### src/rtl/lsu_ctrl_gen.sv
// lsu_ctrl_gen: load/store unit controller between the AGU and a single data RAM port.
// Turns each accepted AGU request into one or two memory cmd/rsp handshakes.
// A strobed RAM gets a single write. A strobe-less RAM gets a read-modify-write.
// Load data is aligned and extended, and a single tagged writeback is returned.
module lsu_ctrl_gen #(
    parameter int XLEN    = 32,
    parameter int AW      = 30,
    parameter int TAG_W   = 4,
    parameter int BYTE_EN = 1,
    parameter int RSP_TMO = 0
) (
    input  logic                  clk,
    input  logic                  rst,
    input  logic                  agu_i_valid,
    output logic                  agu_o_ready,
    input  logic                  agu_i_read,
    input  logic                  agu_i_write,
    input  logic                  agu_i_usign,
    input  logic [1:0]            agu_i_size,
    input  logic [XLEN-1:0]       agu_i_addr,
    input  logic [XLEN-1:0]       agu_i_wdata,
    input  logic [TAG_W-1:0]      agu_i_itag,
    output logic                  lsu_mem_cmd_valid,
    input  logic                  mem_lsu_cmd_ready,
    output logic                  lsu_mem_cmd_read,
    output logic [AW-1:0]         lsu_mem_cmd_addr,
    output logic [XLEN-1:0]       lsu_mem_cmd_wdata,
    output logic [XLEN/8-1:0]     lsu_mem_cmd_wmask,
    input  logic                  mem_lsu_rsp_valid,
    output logic                  lsu_mem_rsp_ready,
    input  logic [XLEN-1:0]       mem_lsu_rsp_rdata,
    input  logic                  mem_lsu_rsp_err,
    output logic                  lsu_o_wbck_valid,
    input  logic                  wbck_i_ready,
    output logic [XLEN-1:0]       lsu_o_wbck_wdata,
    output logic [1:0]            lsu_o_wbck_cause,
    output logic [TAG_W-1:0]      lsu_o_wbck_itag
);
    localparam int NB  = XLEN / 8;
    localparam int OFS = $clog2(NB);
    localparam logic [15:0] TMO_LAST = 16'(RSP_TMO - 1);

    typedef enum logic [2:0] {
        S_IDLE    = 3'd0,
        S_CMD     = 3'd1,
        S_RSP     = 3'd2,
        S_MRG_CMD = 3'd3,
        S_MRG_RSP = 3'd4,
        S_WB      = 3'd5
    } state_t;

    // Byte lanes covered by an access of the given size, starting at lane 0.
    function automatic logic [NB-1:0] size_mask(input logic [1:0] size);
        logic [NB-1:0] m;
        int            n;
        m = '0;
        n = 32'sd1 <<< size;
        for (int i = 0; i < NB; i++) begin
            if (i < n) m[i] = 1'b1;
            else       m[i] = 1'b0;
        end
        return m;
    endfunction

    // An access is misaligned when its low address bits are not a multiple of its size.
    function automatic logic is_misaligned(input logic [2:0] lo, input logic [1:0] size);
        logic m;
        case (size)
            2'b00:   m = 1'b0;
            2'b01:   m = lo[0];
            2'b10:   m = |lo[1:0];
            2'b11:   m = (XLEN == 64) ? (|lo) : 1'b1;
            default: m = 1'b1;
        endcase
        return m;
    endfunction

    // Copy right-aligned store data into every lane so any strobe pattern finds its bytes.
    function automatic logic [XLEN-1:0] replicate(input logic [XLEN-1:0] d, input logic [1:0] size);
        logic [XLEN-1:0] r;
        case (size)
            2'b00:   r = {NB{d[7:0]}};
            2'b01:   r = {(NB/2){d[15:0]}};
            2'b10:   r = {(NB/4){d[31:0]}};
            2'b11:   r = d;
            default: r = d;
        endcase
        return r;
    endfunction

    // Widen a byte strobe into a bit mask.
    function automatic logic [XLEN-1:0] expand(input logic [NB-1:0] m);
        logic [XLEN-1:0] r;
        for (int i = 0; i < NB; i++) r[8*i +: 8] = {8{m[i]}};
        return r;
    endfunction

    state_t             r_state, w_state_nxt;
    logic               r_is_store, r_usign;
    logic [1:0]         r_size;
    logic [XLEN-1:0]    r_addr, r_wdata, r_merged, r_wb_data;
    logic [NB-1:0]      r_mask;
    logic [TAG_W-1:0]   r_itag;
    logic [1:0]         r_wb_cause;
    logic [15:0]        r_cnt, w_cnt_nxt;
    logic               w_accept, w_misal, w_ld_wb, w_ld_merge;
    logic [XLEN-1:0]    w_wb_data_nxt, w_shifted, w_load_ext;
    logic [1:0]         w_wb_cause_nxt;

    assign w_accept  = agu_i_valid && (r_state == S_IDLE);
    assign w_misal   = is_misaligned(agu_i_addr[2:0], agu_i_size);
    assign w_shifted = mem_lsu_rsp_rdata >> {r_addr[OFS-1:0], 3'b000};

    // Pick the addressed byte/half/word out of the response and extend it.
    always_comb begin
        w_load_ext = '0;
        case (r_size)
            2'b00:   w_load_ext = r_usign ? XLEN'(w_shifted[7:0])  : XLEN'($signed(w_shifted[7:0]));
            2'b01:   w_load_ext = r_usign ? XLEN'(w_shifted[15:0]) : XLEN'($signed(w_shifted[15:0]));
            2'b10:   w_load_ext = r_usign ? XLEN'(w_shifted[31:0]) : XLEN'($signed(w_shifted[31:0]));
            2'b11:   w_load_ext = mem_lsu_rsp_rdata;
            default: w_load_ext = '0;
        endcase
    end

    // Next-state decode and handshake outputs driven from the current state.
    always_comb begin
        w_state_nxt       = r_state;
        w_ld_wb           = 1'b0;
        w_ld_merge        = 1'b0;
        w_wb_data_nxt     = '0;
        w_wb_cause_nxt    = 2'b00;
        w_cnt_nxt         = 16'd0;
        agu_o_ready       = 1'b0;
        lsu_mem_cmd_valid = 1'b0;
        lsu_mem_cmd_read  = 1'b0;
        lsu_mem_cmd_addr  = '0;
        lsu_mem_cmd_wdata = '0;
        lsu_mem_cmd_wmask = '0;
        lsu_mem_rsp_ready = 1'b0;
        lsu_o_wbck_valid  = 1'b0;
        lsu_o_wbck_wdata  = '0;
        lsu_o_wbck_cause  = 2'b00;
        lsu_o_wbck_itag   = '0;
        case (r_state)
            S_IDLE: begin
                agu_o_ready       = 1'b1;
                lsu_mem_rsp_ready = 1'b1;   // stray responses are swallowed here
                if (agu_i_valid) begin
                    if (w_misal) begin
                        w_state_nxt    = S_WB;
                        w_ld_wb        = 1'b1;
                        w_wb_cause_nxt = 2'b01;
                    end else if (!agu_i_read && !agu_i_write) begin
                        // Neither load nor store: complete as a no-op without touching memory.
                        w_state_nxt = S_WB;
                        w_ld_wb     = 1'b1;
                    end else begin
                        w_state_nxt = S_CMD;
                    end
                end else begin
                    w_state_nxt = S_IDLE;
                end
            end
            S_CMD, S_MRG_CMD: begin
                lsu_mem_cmd_valid = 1'b1;
                lsu_mem_cmd_addr  = AW'(r_addr[XLEN-1:OFS]);
                if (r_state == S_CMD) begin
                    lsu_mem_cmd_read  = !r_is_store || (BYTE_EN == 0);
                    lsu_mem_cmd_wdata = r_wdata;
                    lsu_mem_cmd_wmask = (BYTE_EN != 0) ? r_mask : {NB{1'b1}};
                end else begin
                    lsu_mem_cmd_read  = 1'b0;
                    lsu_mem_cmd_wdata = r_merged;
                    lsu_mem_cmd_wmask = {NB{1'b1}};
                end
                if (mem_lsu_cmd_ready) begin
                    w_state_nxt = (r_state == S_CMD) ? S_RSP : S_MRG_RSP;
                end else begin
                    w_state_nxt = r_state;
                end
            end
            S_RSP, S_MRG_RSP: begin
                lsu_mem_rsp_ready = 1'b1;
                if (mem_lsu_rsp_valid) begin
                    if (mem_lsu_rsp_err) begin
                        w_state_nxt    = S_WB;
                        w_ld_wb        = 1'b1;
                        w_wb_cause_nxt = 2'b10;
                    end else if ((r_state == S_RSP) && r_is_store && (BYTE_EN == 0)) begin
                        w_state_nxt = S_MRG_CMD;
                        w_ld_merge  = 1'b1;
                    end else begin
                        w_state_nxt   = S_WB;
                        w_ld_wb       = 1'b1;
                        w_wb_data_nxt = r_is_store ? '0 : w_load_ext;
                    end
                end else if ((RSP_TMO != 0) && (r_cnt == TMO_LAST)) begin
                    w_state_nxt    = S_WB;
                    w_ld_wb        = 1'b1;
                    w_wb_cause_nxt = 2'b11;
                end else begin
                    w_cnt_nxt = r_cnt + 16'd1;
                end
            end
            S_WB: begin
                lsu_o_wbck_valid = 1'b1;
                lsu_o_wbck_wdata = r_wb_data;
                lsu_o_wbck_cause = r_wb_cause;
                lsu_o_wbck_itag  = r_itag;
                if (wbck_i_ready) w_state_nxt = S_IDLE;
                else              w_state_nxt = S_WB;
            end
            default: begin
                w_state_nxt = S_IDLE;
            end
        endcase
    end

    // State, request latches, merge word, writeback payload and response timer.
    always_ff @(posedge clk) begin
        if (rst) begin
            r_state    <= S_IDLE;
            r_is_store <= 1'b0;
            r_usign    <= 1'b0;
            r_size     <= 2'b00;
            r_addr     <= '0;
            r_wdata    <= '0;
            r_mask     <= '0;
            r_itag     <= '0;
            r_merged   <= '0;
            r_wb_data  <= '0;
            r_wb_cause <= 2'b00;
            r_cnt      <= 16'd0;
        end else begin
            r_state <= w_state_nxt;
            r_cnt   <= w_cnt_nxt;
            if (w_accept) begin
                r_is_store <= agu_i_write;
                r_usign    <= agu_i_usign;
                r_size     <= agu_i_size;
                r_addr     <= agu_i_addr;
                r_wdata    <= replicate(agu_i_wdata, agu_i_size);
                r_mask     <= size_mask(agu_i_size) << agu_i_addr[OFS-1:0];
                r_itag     <= agu_i_itag;
            end
            if (w_ld_merge) begin
                r_merged <= (r_wdata & expand(r_mask)) | (mem_lsu_rsp_rdata & ~expand(r_mask));
            end
            if (w_ld_wb) begin
                r_wb_data  <= w_wb_data_nxt;
                r_wb_cause <= w_wb_cause_nxt;
            end
        end
    end
endmodule

### config.mk
export PLATFORM = sky130hd
export DESIGN_NAME = lsu_ctrl_gen
export DESIGN_NICKNAME = d
export VERILOG_FILES = /design/src/rtl/lsu_ctrl_gen.sv
export SDC_FILE = /design/constraint.sdc
export NUM_CORES = 1
export LEC_CHECK = 0
export ABC_AREA = 0
export BUFFER_PORTS_ARGS = -buffer_cell sky130_fd_sc_hd__buf_2
export CORE_ASPECT_RATIO = 1.25
export CORE_UTILIZATION = 50
export DETAILED_ROUTE_END_ITERATION = 12
export PLACE_DENSITY = 0.8
export SYNTH_ARGS = -nofsm -noshare
export SYNTH_HDL_FRONTEND = slang
export SYNTH_SLANG_ARGS = --single-unit
### constraint.sdc
create_clock -name clk -period 2.5 [get_ports clk]
set_clock_uncertainty 0.1 [all_clocks]
set_input_delay 0.25 -clock clk [delete_from_list [all_inputs] [get_ports clk]]
set_output_delay 0.25 -clock clk [all_outputs]
set_load 0.05 [all_outputs]
==> impl_metrics.env, run 1 <==
export IMPL_multiInputGateArea_um2=3290
export IMPL_grt_max_degree=91
export IMPL_fp_row_count=43
export IMPL_die_y_um=123
export IMPL_worst_slew_pin_slew_ps=857
export IMPL_die_width_um=98.8
export IMPL_slew_viol_final=0
export IMPL_p_seq_share_pct=32.4
export IMPL_ys_seq_elements=113
export IMPL_p_leak_nw=3.68
export IMPL_grt_util_all_layers_pct=29.2
export IMPL_maxCapViolCount=0
export IMPL_power_density_nw_per_um2=866
export IMPL_slew_headroom_pct=42.9
export IMPL_gp_congestion=0.924
export IMPL_ant_nets=0
export IMPL_crit_required_ps=2150
export IMPL_cts_max_level=4
export IMPL_min_delay_start="agu_i_size[0]"
export IMPL_synth_area_um2=5850
export IMPL_syn_nets=863
export IMPL_power_share_clock_pct=35.9
export IMPL_hold_viol_final=0
export IMPL_setup_viol=0
export IMPL_area_delta_synth_final_pct=37.3
export IMPL_synth_async_reset_ratio_pct=0
export IMPL_grt_pass1_vias=5768
export IMPL_first_pass_iters=5
export IMPL_overflow=0
export IMPL_routed_wl_um=18100
export IMPL_die_area_um2=12100
export IMPL_hpwl_um=12000
export IMPL_r2r_setup_slack_ps=370
export IMPL_synthCells=751
export IMPL_clockBufferDepth=2
export IMPL_drc=0
export IMPL_status="finished, final reports clean"
export IMPL_switching_share_pct=37.3
export IMPL_ys_seq_area_share_pct=38.7
export IMPL_vdd_drop_max_v=0.000485
export IMPL_regArea_um2=2260
export IMPL_cts_root_buf="clkbuf_16"
export IMPL_min_period_ps=2400
export IMPL_io_buffers=220
export IMPL_worstRegToRegCells=5
export IMPL_io_pin_count=221
export IMPL_cp_start_kind="flop"
export IMPL_crit_fanout=35
export IMPL_core_area_um2=11200
export IMPL_hold_end="r_size[0]"
export IMPL_hold_class="in2reg"
export IMPL_p_sw_mw=2.59
export IMPL_initial_core_util_pct=52.0
export IMPL_ys_types=49
export IMPL_fin_ws_ps=101
export IMPL_whs_path_depth=3
export IMPL_drt_iter0_drc=350
export IMPL_wire_per_inst_um=16.0
export IMPL_internal_power_mw=4.36
export IMPL_fin_nets=1094
export IMPL_cts_buffers=17
export IMPL_timing_rr_end="r_wb_data[31]"
export IMPL_via_per_inst=5.53
export IMPL_grt_pass1_wl_um=27900
export IMPL_cts_tree="yes"
export IMPL_cts_sinks=113
export IMPL_p_comb_share_pct=31.7
export IMPL_antenna_found_initial=1
export IMPL_end_kind="primary output"
export IMPL_via_count=6256
export IMPL_fmax_ghz=0.417
export IMPL_rsz0062_at_grt="false"
export IMPL_period_share_pct=96.0
export IMPL_ys_warn_count=0
export IMPL_setup_tns_ps=0
export IMPL_cp_data_arrival_time_ps=2050
export IMPL_synth_edf_count=0
export IMPL_critical_path_class="reg2out"
export IMPL_clkTransAtPathRegs_ps=50
export IMPL_rr_startpoint="r_state[2]"
export IMPL_syn_avg_cell_area_um2=7.79
export IMPL_fillers=898
export IMPL_dp_slack_ps=381
export IMPL_yosys_most_used_dff="dfxtp_1"
export IMPL_drive_gt1_share_pct=29.2
export IMPL_worstSkewPairLatency_ps=410
[repair_timing]
| action | in CTS | in global routing |
|---|---|---|
| setup endpoints to repair | 0 | 47 |
| setup buffers | 0 | 0 |
| endpoints found under the hold margin | 37 | 0 |
| gates resized for setup | 0 | 2 |
| hold buffers | 37 | 0 |
[area by class of cell]
type                    count  share of cell area, %
inverters                   8                  0.374
well taps                 135                   2.10
clock inverters            14                   2.27
diodes                      1                 0.0312
flip-flops and latches    113                   28.2
multi-input cells         565                   41.0
repair buffers            277                   20.7
clock buffers              18                   5.34
[critical path, cell delays in order, from the launching register on]
cell     delay, ps
dfxtp_1        380
buf_4          200
and3b_1        410
buf_12         210
and2_1         150
buf_2          260
[cells in the final DEF (no fill, tap or decap), types with 9 or more instances in the layout]
| master | instances |
|---|---|
| buf_2 | 220 |
| nand2_1 | 155 |
| dfxtp_1 | 112 |
| and2_1 | 100 |
| a21oi_1 | 75 |
| nor2_1 | 46 |
| dlygate4sd3_1 | 37 |
| o21ai_0 | 36 |
| mux2i_1 | 21 |
| clkbuf_16 | 17 |
| buf_4 | 17 |
| a22o_1 | 15 |
| o2bb2ai_1 | 14 |
| a22oi_1 | 11 |
| nor3_1 | 9 |
| a211oi_1 | 9 |
| o2bb2ai_2 | 9 |
[how the worst max path moves through the flow]
| stage | from | endpoint | slack [ps] | cells past startpoint |
|---|---|---|---|---|
| final | r_state[1] | lsu_o_wbck_itag[3] | 100 | 5 |
| after global routing | r_state[2] | lsu_mem_cmd_wdata[7] | 9 | 5 |
| after CTS | r_state[1] | lsu_o_wbck_itag[3] | 80 | 5 |
| after detailed placement | r_state[2] | r_wb_data[20] | 380 | 5 |
| after global placement | r_state[2] | r_wb_data[31] | 440 | 5 |
| after floorplan | r_state[1] | r_wb_data[13] | 40 | 9 |
[through the flow]
step | utilization, % | total power [mW] | hold slack [ps] | instance area (um2) | cells
CTS | 71.4 | 6.95 | 1.34 | 8020 | 1130
detailed placement | 62.6 | 4.41 | 342 | 7040 | 1061
global route | 71.4 | 7.29 | 22.2 | 8030 | 1131
floorplan | - | 3.82 | 286 | 5850 | 751
global placement | 62.6 | 4.38 | 337 | 7040 | 1061
finish | 71.4 | 6.96 | 20.9 | 8030 | 1131
[cells by family after synthesis]
family,after synthesis,synth area share (%)
xor+xnor,3,0.449
mux,22,3.79
flops,113,38.7
simple gates,330,26.8
buf+inv,73,5.13
compound gates,210,25.2
[cell usage after synthesis, drive strengths merged (4+ instances only)]
cell,instances,area share [%]
a21oi,75,6.4
o2bb2ai,24,4.9
inv,7,0.45
o21a,7,0.90
o211a,4,0.68
a211oi,9,1.2
a22o,15,2.2
nor2,46,3.0
and2,101,11
a311oi,8,1.2
buf,15,1.4
a22oi,11,1.4
nand2,156,10
a21boi,8,1.0
nor2b,4,0.43
dfxtp,113,39
mux2i,21,3.6
clkbuf,50,3.2
o21ai,37,3.2
nor3,10,0.94
[routing by layer]
layer  GRT usage (%)  vias up  share of wire, %
li1                -     3030                 -
met1            32.1     2887                38
met2            52.8      293                52
met3            8.88       46               8.2
met4            11.5        0               2.4
met5               0        -                 0
[power by group through the flow]
stage,Combinational [mW],Clock [mW],Sequential (mW)
2_1_floorplan,1.64,0,2.18
3_3_place_gp,2.11,0,2.27
3_5_place_dp,2.13,0,2.28
4_1_cts,2.19,2.52,2.24
5_1_grt,2.39,2.62,2.28
6_report,2.20,2.50,2.25
[registers in the layout, summed over array words and instances (netlist names), 2 cells and up]
| signal | flops |
|---|---|
| r_mask | 4 |
| r_wb_data | 32 |
| r_size | 2 |
| r_state | 3 |
| r_itag | 4 |
| r_wdata | 32 |
| r_wb_cause | 2 |
| r_addr | 32 |
No activity file was read; power rests on OpenSTA's default activity.
==> inputs of run 2 (changes only) <==
REMOVE_ABC_BUFFERS = 1   (was not set)
==> impl_metrics.env, run 2 (synthesis results as in run 1) <==
export IMPL_slew_headroom_pct=24.7
export IMPL_cp_start_kind="flop"
export IMPL_hold_ws_ps=10.3
export IMPL_worst_slew_pin_slew_ps=1120
export IMPL_hold_viol_final=0
export IMPL_fmax_ghz=0.428
export IMPL_cp_data_arrival_time_ps=1980
export IMPL_finalPower_mw=6.86
export IMPL_p_comb_share_pct=32.0
export IMPL_cpPeakStageDelay_ps=430
export IMPL_grt_util_all_layers_pct=29.2
export IMPL_drt_iter0_drc=357
export IMPL_crit_fanout=32
export IMPL_final_common_cell="buf_2"
export IMPL_die_y_um=123
export IMPL_cts_buffers=17
export IMPL_crit_chain="nand2b_2 -> nor2_1 -> buf_4 -> and2_1 -> buf_2"
export IMPL_place_area_um2=7010
export IMPL_end_kind="primary output"
export IMPL_io_pin_count=221
export IMPL_rsz0062_at_grt="false"
export IMPL_drc=0
export IMPL_slew_viol_final=0
export IMPL_fin_util_pct=71.0
export IMPL_grt_max_degree=91
export IMPL_maxCapViolCount=0
export IMPL_antenna_found_initial=1
export IMPL_vdd_drop_max_v=0.000471
export IMPL_grt_pass1_vias=5912
export IMPL_slowest_stage="dfxtp_1"
export IMPL_clkTransAtPathRegs_ps=60
export IMPL_via_per_inst=5.58
export IMPL_critical_path_class="reg2out"
export IMPL_worstSkewPairLatency_ps=410
export IMPL_crit_required_ps=2150
export IMPL_largest_registers="r_addr (32), r_wb_data (32), r_wdata (32)"
export IMPL_die_width_um=98.8
export IMPL_p_leak_nw=3.66
export IMPL_fp_row_count=43
export IMPL_gp_congestion=0.883
export IMPL_io_buffers=220
export IMPL_power_share_clock_pct=35.0
export IMPL_routed_wl_um=18300
export IMPL_cts_max_level=4
export IMPL_grt_pass1_wl_um=28100
export IMPL_cts_sinks=113
export IMPL_clockBufferDepth=2
export IMPL_period_share_pct=93.4
export IMPL_r2r_setup_slack_ps=310
export IMPL_setup_viol=0
export IMPL_area_delta_synth_final_pct=36.4
export IMPL_power_density_nw_per_um2=859
export IMPL_fin_ws_ps=165
export IMPL_via_count=6302
export IMPL_min_period_ps=2330
export IMPL_core_area_um2=11200
export IMPL_die_area_um2=12100
export IMPL_mostFrequentLayoutCells="220 x buf_2, 155 x nand2_1, 112 x dfxtp_1"
export IMPL_hold_class="in2reg"
export IMPL_ant_nets=0
export IMPL_initial_core_util_pct=52.0
export IMPL_cts_root_buf="clkbuf_16"
export IMPL_internal_power_mw=4.24
export IMPL_p_seq_share_pct=33.0
export IMPL_wire_per_inst_um=16.2
export IMPL_drive_gt1_share_pct=29.1
export IMPL_status="finished, final reports clean"
export IMPL_cts_tree="yes"
export IMPL_fin_nets=1092
export IMPL_switching_share_pct=38.2
export IMPL_p_sw_mw=2.62
export IMPL_final_area_um2=7980
export IMPL_dp_slack_ps=335
export IMPL_hpwl_um=11300
export IMPL_overflow=0
export IMPL_first_pass_iters=7
## run 2: cell count changes in the layout (fill, tap and decap cells not counted), sizes merged
cell,change
buf,-3
bufinv,-1
clkbuf,-1
clkinv,+3
dlygate4sd3,+1
inv,-1
## run 2: worst max-delay path: cells and delay by family (launching register included)
kind / cells / cell delay, ps
buffers and inverters: 2 / 530
DFF: 1 / 430
and+or+nand+nor: 3 / 610
## run 2: final timing paths
| check | from | to | depth (start not counted) |
|---|---|---|---|
| min | mem_lsu_rsp_err | r_wb_cause[1] | 3 |
| min reg2reg | r_addr[19] | r_addr[19] | 2 |
| max | r_state[2] | lsu_mem_cmd_wdata[31] | 5 |
| max reg2reg | r_state[2] | r_wb_data[18] | 6 |
## run 2: area by class of cell
cell class / count / area [um2]
clock inverter: 15 / 163
sequential: 113 / 2260
fill: 918 / 3260
antenna: 1 / 2.50
clock buffer: 17 / 425
timing repair buffer: 275 / 1630
multi-input combinational: 565 / 3290
inverter: 8 / 30.0
tap: 135 / 169
## run 2: power by group through the flow
| stage | sequential [mW] | combinational [mW] | clock, mW |
|---|---|---|---|
| finish | 2.26 | 2.20 | 2.40 |
| detailed placement | 2.27 | 2.11 | 0 |
| CTS | 2.24 | 2.16 | 2.42 |
| global placement | 2.28 | 2.07 | 0 |
| global route | 2.28 | 2.38 | 2.51 |
| floorplan | 2.24 | 1.46 | 0 |
## run 2: what timing repair did
| item | in CTS | in global routing |
|---|---|---|
| hold buffers | 37 | 1 |
| endpoints found under the hold margin | 37 | 1 |
| resized for setup | 0 | 2 |
| setup buffers | 0 | 0 |
| setup endpoints to repair | 0 | 40 |
## run 2: metrics by stage
stage	TNS, ps	cells
after floorplan	-115270	686
after global placement	0	1058
after detailed placement	0	1058
after CTS	0	1127
after global routing	0	1128
final	0	1129
## run 2: metal layers
metal  GRT usage, %  part of all wire [%]  vias to the layer above
met5              0                     0                        -
met4           15.0                   3.1                        0
met3           7.63                   8.3                       55
met2           49.5                    49                      353
met1           34.3                    40                     2875
li1               -                     -                     3019
==> inputs of run 3 (changes only) <==
PLACE_DENSITY = 0.91   (was 0.8)
==> impl_metrics.env, run 3 (synthesis results as in run 1) <==
export IMPL_slowest_stage="dfxtp_1"
export IMPL_setup_viol=0
export IMPL_finalPower_mw=6.85
export IMPL_fin_util_pct=70.7
export IMPL_drt_iter0_drc=300
export IMPL_die_y_um=123
export IMPL_grt_pass1_vias=6217
export IMPL_status="finished, final reports clean"
export IMPL_maxCapViolCount=0
export IMPL_cts_max_level=4
export IMPL_worst_path_buf_inv=2
export IMPL_power_density_nw_per_um2=861
export IMPL_internal_power_mw=4.16
export IMPL_drive_gt1_share_pct=29.3
export IMPL_place_inst=1060
export IMPL_largest_registers="r_addr (32), r_wb_data (32), r_wdata (32)"
export IMPL_vdd_drop_max_v=0.000511
export IMPL_fillers=833
export IMPL_final_cells=1128
export IMPL_power_share_clock_pct=34.4
export IMPL_dp_slack_ps=348
export IMPL_end_kind="primary output"
export IMPL_p_comb_share_pct=32.8
export IMPL_final_area_um2=7950
export IMPL_slew_viol_final=0
export IMPL_final_common_cell="buf_2"
export IMPL_fp_row_count=43
export IMPL_drc=0
export IMPL_setup_tns_ps=0
export IMPL_cts_sinks=113
export IMPL_cp_start_kind="flop"
export IMPL_hpwl_um=11700
export IMPL_regArea_um2=2260
export IMPL_p_leak_nw=3.65
export IMPL_initial_core_util_pct=52.0
export IMPL_routed_wl_um=18900
export IMPL_ant_nets=0
export IMPL_die_width_um=98.8
export IMPL_core_area_um2=11200
export IMPL_fmax_ghz=0.424
export IMPL_fin_ws_ps=142
export IMPL_wire_per_inst_um=16.8
export IMPL_place_area_um2=7020
export IMPL_area_delta_synth_final_pct=35.9
export IMPL_cts_tree="yes"
export IMPL_grt_max_degree=91
export IMPL_cts_root_buf="clkbuf_16"
export IMPL_crit_family="simple AND/OR/NAND/NOR gates"
export IMPL_cp_data_arrival_time_ps=2010
export IMPL_critical_path_class="reg2out"
export IMPL_first_pass_iters=5
export IMPL_hold_viol_final=0
export IMPL_p_sw_mw=2.69
export IMPL_mostFrequentLayoutCells="220 x buf_2, 155 x nand2_1, 112 x dfxtp_1"
export IMPL_hold_class="in2reg"
export IMPL_period_share_pct=94.3
export IMPL_overflow=0
export IMPL_slew_headroom_pct=43.2
export IMPL_multiInputGateArea_um2=3290
export IMPL_crit_chain="nand2b_2 -> nor2_1 -> buf_4 -> and2_1 -> buf_2"
export IMPL_antenna_found_initial=1
export IMPL_grt_pass1_wl_um=29900
export IMPL_grt_util_all_layers_pct=31.3
export IMPL_switching_share_pct=39.3
export IMPL_crit_fanout=32
export IMPL_p_seq_share_pct=32.8
export IMPL_cpPeakStageDelay_ps=420
export IMPL_cts_buffers=17
export IMPL_io_buffers=220
export IMPL_worst_slew_pin_slew_ps=851
export IMPL_clkTransAtPathRegs_ps=60
export IMPL_min_period_ps=2360
export IMPL_via_per_inst=5.63
export IMPL_clockBufferDepth=2
export IMPL_gp_congestion=0.885
export IMPL_hold_ws_ps=19.0
export IMPL_fin_nets=1091
export IMPL_die_area_um2=12100
export IMPL_io_pin_count=221
export IMPL_r2r_setup_slack_ps=280
export IMPL_rsz0062_at_grt="false"
export IMPL_via_count=6347
export IMPL_worstSkewPairLatency_ps=410
export IMPL_crit_required_ps=2150
-- run 3: changes by cell type in the layout (fill, tap and decap cells not counted) --
cell and change:
inv_8 +1, bufinv_16 -1, dlygate4sd3_1 -3, buf_4 +2
inv_6 +4, clkinv_2 -2, clkinv_4 -3, clkinvlp_4 +1
-- run 3: final timing paths --
| kind | end | startpoint | depth (start not counted) |
|---|---|---|---|
| setup reg to reg | r_wb_data[31] | r_state[2] | 6 |
| setup / recovery | lsu_mem_cmd_wdata[20] | r_state[2] | 5 |
| hold reg to reg | r_wdata[30] | r_wdata[30] | 2 |
| hold / removal | r_wdata[6] | agu_i_wdata[6] | 3 |
-- run 3: cell type report --
type / instances / area share (%)
Timing Repair Buffer: 274 / 20.4
Antenna cell: 1 / 0.0315
Clock inverter: 15 / 1.89
Sequential cell: 113 / 28.5
Tap cell: 135 / 2.12
Multi-Input combinational cell: 565 / 41.4
Inverter: 8 / 0.378
Clock buffer: 17 / 5.35
-- run 3: routing by layer --
metal / global-route usage [%] / wire length [um] / vias up
li1: - / - / 3024
met1: 32.5 / 6920 / 2918
met2: 54.5 / 9410 / 320
met3: 9.61 / 1620 / 85
met4: 20.9 / 984 / 0
met5: 0 / 0 / -
-- run 3: power groups by stage --
stage               Combinational [mW]  Clock [mW]  Sequential [mW]
floorplan                         1.46           0             2.24
global placement                  2.10           0             2.25
detailed placement                2.14           0             2.26
CTS                               2.19        2.37             2.22
global route                      2.43        2.48             2.27
finish                            2.25        2.36             2.24
-- run 3: worst register-to-register path, cell delays in order (launching register included) --
cell and delay, ps:
dfxtp_1 550, xor2_1 240, nand3b_2 140, or4_4 530, o21bai_4 210, buf_4 220, o2bb2ai_1 160
-- run 3: timing repair --
action,CTS,global route
endpoints found under the hold margin,35,0
endpoints found under the setup margin,0,62
hold buffers,35,0
setup buffers,0,0
resized for setup,0,2
